### config.mk
export PLATFORM = sky130hd
export DESIGN_NAME = fmul_issue_queue
export DESIGN_NICKNAME = d
export VERILOG_FILES = /design/src/rtl/fmul_issue_queue.sv
export SDC_FILE = /design/constraint.sdc
export NUM_CORES = 2
export LEC_CHECK = 0
export ABC_CLOCK_PERIOD_IN_PS = 17000
export BUFFER_PORTS_ARGS = -buffer_cell sky130_fd_sc_hd__buf_2
export CAP_MARGIN = 20
export CORE_ASPECT_RATIO = 1.75
export CORE_UTILIZATION = 59
export DETAILED_ROUTE_END_ITERATION = 10
export PLACE_DENSITY_LB_ADDON = 0.2
export SYNTH_ARGS = -nofsm -noshare
export SYNTH_HDL_FRONTEND = slang
export SYNTH_SLANG_ARGS = --single-unit
### constraint.sdc
create_clock -name clk -period 17 [get_ports clk]
set_clock_uncertainty 0.15 [all_clocks]
set_input_delay 2.55 -clock clk [delete_from_list [all_inputs] [get_ports clk]]
set_output_delay 2.55 -clock clk [all_outputs]
set_load 0.005 [all_outputs]
### src/rtl/fmul_issue_queue.sv
// Issue queue in front of a combinational single-precision multiplier:
// in-order operand FIFO, one registered result slot, sticky overflow flag.

// Combinational FP32 multiply: mantissa truncated, zero-exponent operands and
// underflowing results flush to signed zero, overflow saturates to infinity.
module fmul (
  input  logic [31:0] x1,
  input  logic [31:0] x2,
  output logic [31:0] y,
  output logic        ovf
);
  logic [23:0] ma, mb;
  logic [24:0] top;
  logic [9:0]  esum;
  logic [22:0] frac;
  logic        s;

  always_comb begin
    s    = x1[31] ^ x2[31];
    ma   = {1'b1, x1[22:0]};
    mb   = {1'b1, x2[22:0]};
    top  = 25'((48'(ma) * 48'(mb)) >> 23);
    esum = {2'b00, x1[30:23]} + {2'b00, x2[30:23]} + {9'd0, top[24]};
    frac = top[24] ? top[23:1] : top[22:0];
    y    = {s, 31'd0};
    ovf  = 1'b0;
    // esum carries the doubled bias: valid biased exponent is esum-127 in 1..254
    if (x1[30:23] == 8'd0 || x2[30:23] == 8'd0) begin
      y = {s, 31'd0};
    end else if (esum >= 10'd382) begin
      y   = {s, 8'hff, 23'd0};
      ovf = 1'b1;
    end else if (esum <= 10'd127) begin
      y = {s, 31'd0};
    end else begin
      y = {s, 8'(esum - 10'd127), frac};
    end
  end
endmodule

module fmul_issue_queue #(
  parameter int unsigned DEPTH = 4,
  parameter int unsigned TAG_W = 5
) (
  input  logic                       clk,
  input  logic                       rst,
  input  logic                       in_valid,
  output logic                       in_ready,
  input  logic [31:0]                in_x1,
  input  logic [31:0]                in_x2,
  input  logic [TAG_W-1:0]           in_tag,
  output logic                       out_valid,
  input  logic                       out_ready,
  output logic [31:0]                out_y,
  output logic                       out_ovf,
  output logic [TAG_W-1:0]           out_tag,
  output logic                       ovf_sticky,
  input  logic                       clr_sticky,
  output logic [$clog2(DEPTH+1)-1:0] count
);
  localparam int unsigned AW = (DEPTH > 1) ? $clog2(DEPTH) : 1;
  localparam int unsigned CW = $clog2(DEPTH + 1);
  localparam logic [CW-1:0] FULL = CW'(DEPTH);

  logic [31:0]      mem_x1  [DEPTH];
  logic [31:0]      mem_x2  [DEPTH];
  logic [TAG_W-1:0] mem_tag [DEPTH];
  logic [AW-1:0]    head, tail;
  logic             push, load;
  logic [31:0]      fm_y;
  logic             fm_ovf;

  assign in_ready = !rst && (count != FULL);
  assign push     = in_valid && in_ready;
  assign load     = (count != '0) && (!out_valid || out_ready);

  fmul u_fmul (
    .x1  (mem_x1[head]),
    .x2  (mem_x2[head]),
    .y   (fm_y),
    .ovf (fm_ovf)
  );

  always_ff @(posedge clk) begin
    if (push) begin
      mem_x1[tail]  <= in_x1;
      mem_x2[tail]  <= in_x2;
      mem_tag[tail] <= in_tag;
    end
  end

  // Pointers wrap naturally because DEPTH is a power of two
  always_ff @(posedge clk) begin
    if (rst) begin
      head       <= '0;
      tail       <= '0;
      count      <= '0;
      out_valid  <= 1'b0;
      out_y      <= '0;
      out_ovf    <= 1'b0;
      out_tag    <= '0;
      ovf_sticky <= 1'b0;
    end else begin
      if (push) tail <= tail + AW'(1);
      count <= count + CW'(push) - CW'(load);
      if (load) begin
        head      <= head + AW'(1);
        out_y     <= fm_y;
        out_ovf   <= fm_ovf;
        out_tag   <= mem_tag[head];
        out_valid <= 1'b1;
      end else if (out_valid && out_ready) begin
        out_valid <= 1'b0;
      end
      if (load && fm_ovf) ovf_sticky <= 1'b1;
      else if (clr_sticky) ovf_sticky <= 1'b0;
    end
  end
endmodule

# After elaboration in Yosys (flattened, before gate mapping)
# Memory sizes are Yosys's and may differ from the RTL's. A register that Yosys moved wholly into a read port is not among the register bits.
# Cells that the tools add are included.
# classes
bitwise_logic,1
n_mul,1
n_reduce_logical,14
add_sub_neg,7
magnitude_cmp,2
mux,16
eq_ne,1
n_shift,0
div_mod_pow,0
# op_table
op,n
two-way mux 31 bit,3
multiplier 24 x 24 -> 48 bit,1
two-way mux 23 bit,1
logical NOT 8 bit,2
adder 9 x 1 -> 10 bit,1
>= comparator 10 x 9 -> 1 bit (second input constant),1
<= comparator 10 x 7 -> 1 bit (second input constant),1
adder 8 x 8 -> 9 bit,1
two-way mux 1 bit,8
two-way mux 2 bit,4
subtractor 8 x 7 -> 8 bit (second input constant),1
logical AND 1 bit,5
adder 2 x 1 -> 2 bit (second input constant),2
nonzero test 2 bit,2
adder 3 x 1 -> 3 bit,1
inequality test 3 bit (second input constant),1
nonzero test 3 bit,1
subtractor 3 x 1 -> 3 bit,1
logical NOT 1 bit,2
logical OR 1 bit,2
XOR 1 bit,1
# word_totals
mem_bits_rw,276
register_bits,42
memories,3
rom_bits,0
out_inout_bits,44
latch_bits,0
in_bits,74
word_cells,52
# mem_list
memory,depth,width,read_ports,rd_clocked_by_memory_dff,wr,line,text
mem_x1,4,32,1,1,1,65,logic [31:0] mem_x1 [DEPTH];
mem_x2,4,32,1,1,1,66,logic [31:0] mem_x2 [DEPTH];
mem_tag,4,5,1,1,1,67,logic [TAG_W-1:0] mem_tag [DEPTH];

# Logic depth before layout (Yosys ltp)
# logic_depth
ltp_word,7
mapped_depth,50
mapped_depth_nobuf,42

# Modules after synthesis
# Synthesis repeated with hierarchy kept, for this count alone.
# unflattened
cells_unflattened,2862
hier_area_um2,31426.4
# by_module_without_submodules
mod,n_inst,area_each_um2,cells_per_inst
fmul,1,19487.4,2272
fmul_issue_queue,1,11939.0,590

# Worst setup path after synthesis
# Ideal clock, no wire load.
# synth_path
path_kind,register to register
from,register (tool-made name)
to,register out_y[11]
path_buffers,9
arrival_ps,11569
path_stages_with_launch,46
setup_time_ps,122
synth_period_minus_slack_ps,11841
slack_ps,5159
t_required_ps,16728
path_cell_list,dfxtp_1 > buf_6 > buf_2 > buf_4 > buf_1 > clkbuf_1 > buf_1 > nand2_1 > o21ai_0 > clkbuf_1 > nor2_1 > fa_1 > fa_1 > fa_1 > inv_1 > fa_1 > inv_1 > fa_1 > [... 10 more ...] > nor2_1 > o311a_1 > o21a_1 > nor2_4 > inv_2 > buf_6 > fa_1 > fa_1 > nor2b_1 > o21ai_0 > a2111oi_0 > nor4b_1 > o211ai_1 > a21oi_1 > buf_2 > nor3_1 > and3_1 > a221o_1
# synth_rtl
item,line,text
end signal: assignment,108,out_y <= fm_y;
end: declaration,54,"output logic [31:0] out_y,"

==> results.cfg <==
[status]
status = completed

[sta]
final_hold_viol_count = 0
rsz0062_at_grt = false
worst_pin_slew_ns = 1.132
min_period_ns = 13.54
max_clock_freq_mhz = 73.88
finalCritPeriodShare = 0.7962
fin_setup_tns_ns = 0
slew_headroom = 0.2401
setup-violations-final = 0
drv_slew = 0

[worst_setup_path]
cpMaxStageDelayCell = dfxtp_4
required_ns = 17.34
worst-path-stages = 45
cp-start-kind = flip-flop
path_class = reg2reg
ff2ff_path_depth = 45
endpoint_kind = flip-flop
cpMostUsedCell = fa_1
cp_slowest_stage_delay_ns = 0.87
cp_max_fo = 52
cpLargestDelayFamily = adder cells
cp_num_buf_inv = 12
crit_arrival_ns = 13.87

[cts]
clk_path_buf_depth = 3
path_clk_slew_ns = 0.07
htree_levels = 1
clock_latency_ns = 0.60
cts_resized = 0
numCtsBuffers = 27
cts_tree = yes
post_cts_buffers = 0
cts_root_buffer = clkbuf_16
cts.sinks = 325
cts_hold_buf = 0

[cells_and_area]
layout.nets = 3642
regArea_um2 = 9276
fillers = 4068
drive_gt1_frac = 0.1003
multi_input_area_um2 = 18450
fin_area_um2 = 32660
antenna_cells = 0
postLayoutCoreUtil = 0.6438
syn_to_final_growth_pct = 7.371

[global_route]
grt_first_pass_wirelength_um = 131900
grt_antenna_before_repair = 2
grt_max_degree = 73
grt_usage = 0.3396
gr-total-overflow = 0
grt_pass1_vias = 23970

[yosys]
synth_area_per_cell_um2 = 10.80
syn-cell-area_um2 = 30420
yosysUniqueCellTypes = 69
synth-main-ff-cell = edfxtp_1
synth.net_count = 3560
synth_common_cells = inv_1, fa_1, nand2_1
netlist_instances = 2818
yosysMostFrequentCell = inv_1
ys_warn_count = 0
synth_top_cell_by_area = fa_1
ys_ff_latch = 325
ys_seq_area_frac = 0.3047
synth_edf_count = 276
synth.area.top_cells = fa_1, edfxtp_1, ha_1
async_flop_share = 0
netlist.area_leader.share = 0.3185

[drt]
dr.pass1.iters = 8
viasPerCell = 5.916
drt-wirelength-per-cell_um = 23.62
drc = 0
drt_iter0_drc = 1406
drt-total-wl_um = 84730
vias = 21220
ant_nets = 0

[hold_path]
hold_depth = 2
min_path_type = reg2reg

[placement]
gp_congestion = 0.9482
place_area_um2 = 31760
portBuffers = 117
dp_hpwl_um = 64290

[floorplanning]
rows = 109
coreArea_um2 = 50730
initial_core_util = 0.5996
die_w_um = 173.6
die_area_um2 = 52510
die_height_um = 302.4
ios = 118

[run]
maxCapViolCount = 0
==> worst register-to-register path: cells and delay by family, from the launching register on <==
kind            cells  cell delay, ns
compound gates     13            3.20
fa+ha+maj          10            4.77
buf+inv            12            2.43
flops               1            0.87
mux                 2            0.40
simple gates        8            1.65
==> layout make-up <==
type	count	area share
multi-input cells	1773	0.5649
flip-flops and latches	325	0.2840
inverters	613	0.07045
repair buffers	160	0.02793
well taps	666	0.02551
clock buffers	31	0.02115
clock inverters	19	0.006052
==> logic make-up after synthesis <==
group | Yosys count | synth area share
multiplexers | 106 | 0.05071
AO/OA/AOI/OAI | 208 | 0.04471
buffers and inverters | 720 | 0.09016
XOR/XNOR | 40 | 0.01152
flip-flops | 325 | 0.3047
adder cells (fa/ha/maj) | 668 | 0.3942
AND/OR/NAND/NOR | 751 | 0.1040
==> state kept, by name, indices dropped and copies added, names as in the netlist, named ones only <==
register	count
tail	2
out_tag	5
ovf_sticky	1
head	2
mem_x1	128
out_valid	1
mem_tag	20
out_y	32
count	3
mem_x2	128
out_ovf	1
==> path summary, 6_finish.rpt <==
kind	startpoint	to	slack, ns
worst max register to register	flip-flop	out_y[18]	3.46
worst max-delay path	flip-flop	out_y[18]	3.46
worst min-delay path	out_tag[3]	out_tag[3]	0.32
worst min register to register	out_tag[3]	out_tag[3]	0.32
==> metrics by stage <==
step	hold slack, ns	cells	setup slack [ns]
6_report	0.3180	3587	3.465
5_1_grt	0.3424	3587	2.669
4_1_cts	0.3180	3586	3.667
3_5_place_dp	0.3029	3536	3.720
3_3_place_gp	0.2915	3536	4.007
2_1_floorplan	0.2983	2818	5.159
==> per-layer routing <==
layer,vias to the layer above,global-route usage,part of all wire
met3,454,0.05983,0.072
met5,-,0,0.00037
li1,9002,-,-
met4,4,0.2504,0.087
met2,1043,0.6390,0.54
met1,10720,0.3305,0.30
==> cells in the final DEF, fill, tap and decap left out, types with 18 or more instances in the layout <==
master     count
fa_1         484
mux2_2        34
clkbuf_16     27
buf_4         42
clkinv_1      19
xnor2_1       22
mux4_2        35
xor2_1        18
nor2_1       239
ha_1         184
a21oi_1       49
o21a_1        20
dfxtp_1       47
inv_1        598
nand2_1      376
buf_2        117
mux2i_1       36
o21ai_0       34
edfxtp_1     276
and2_1        34
Power is left out: the tool's default activity adds up to more than one toggle a clock period on the data nets, which glitch-free logic cannot reach.
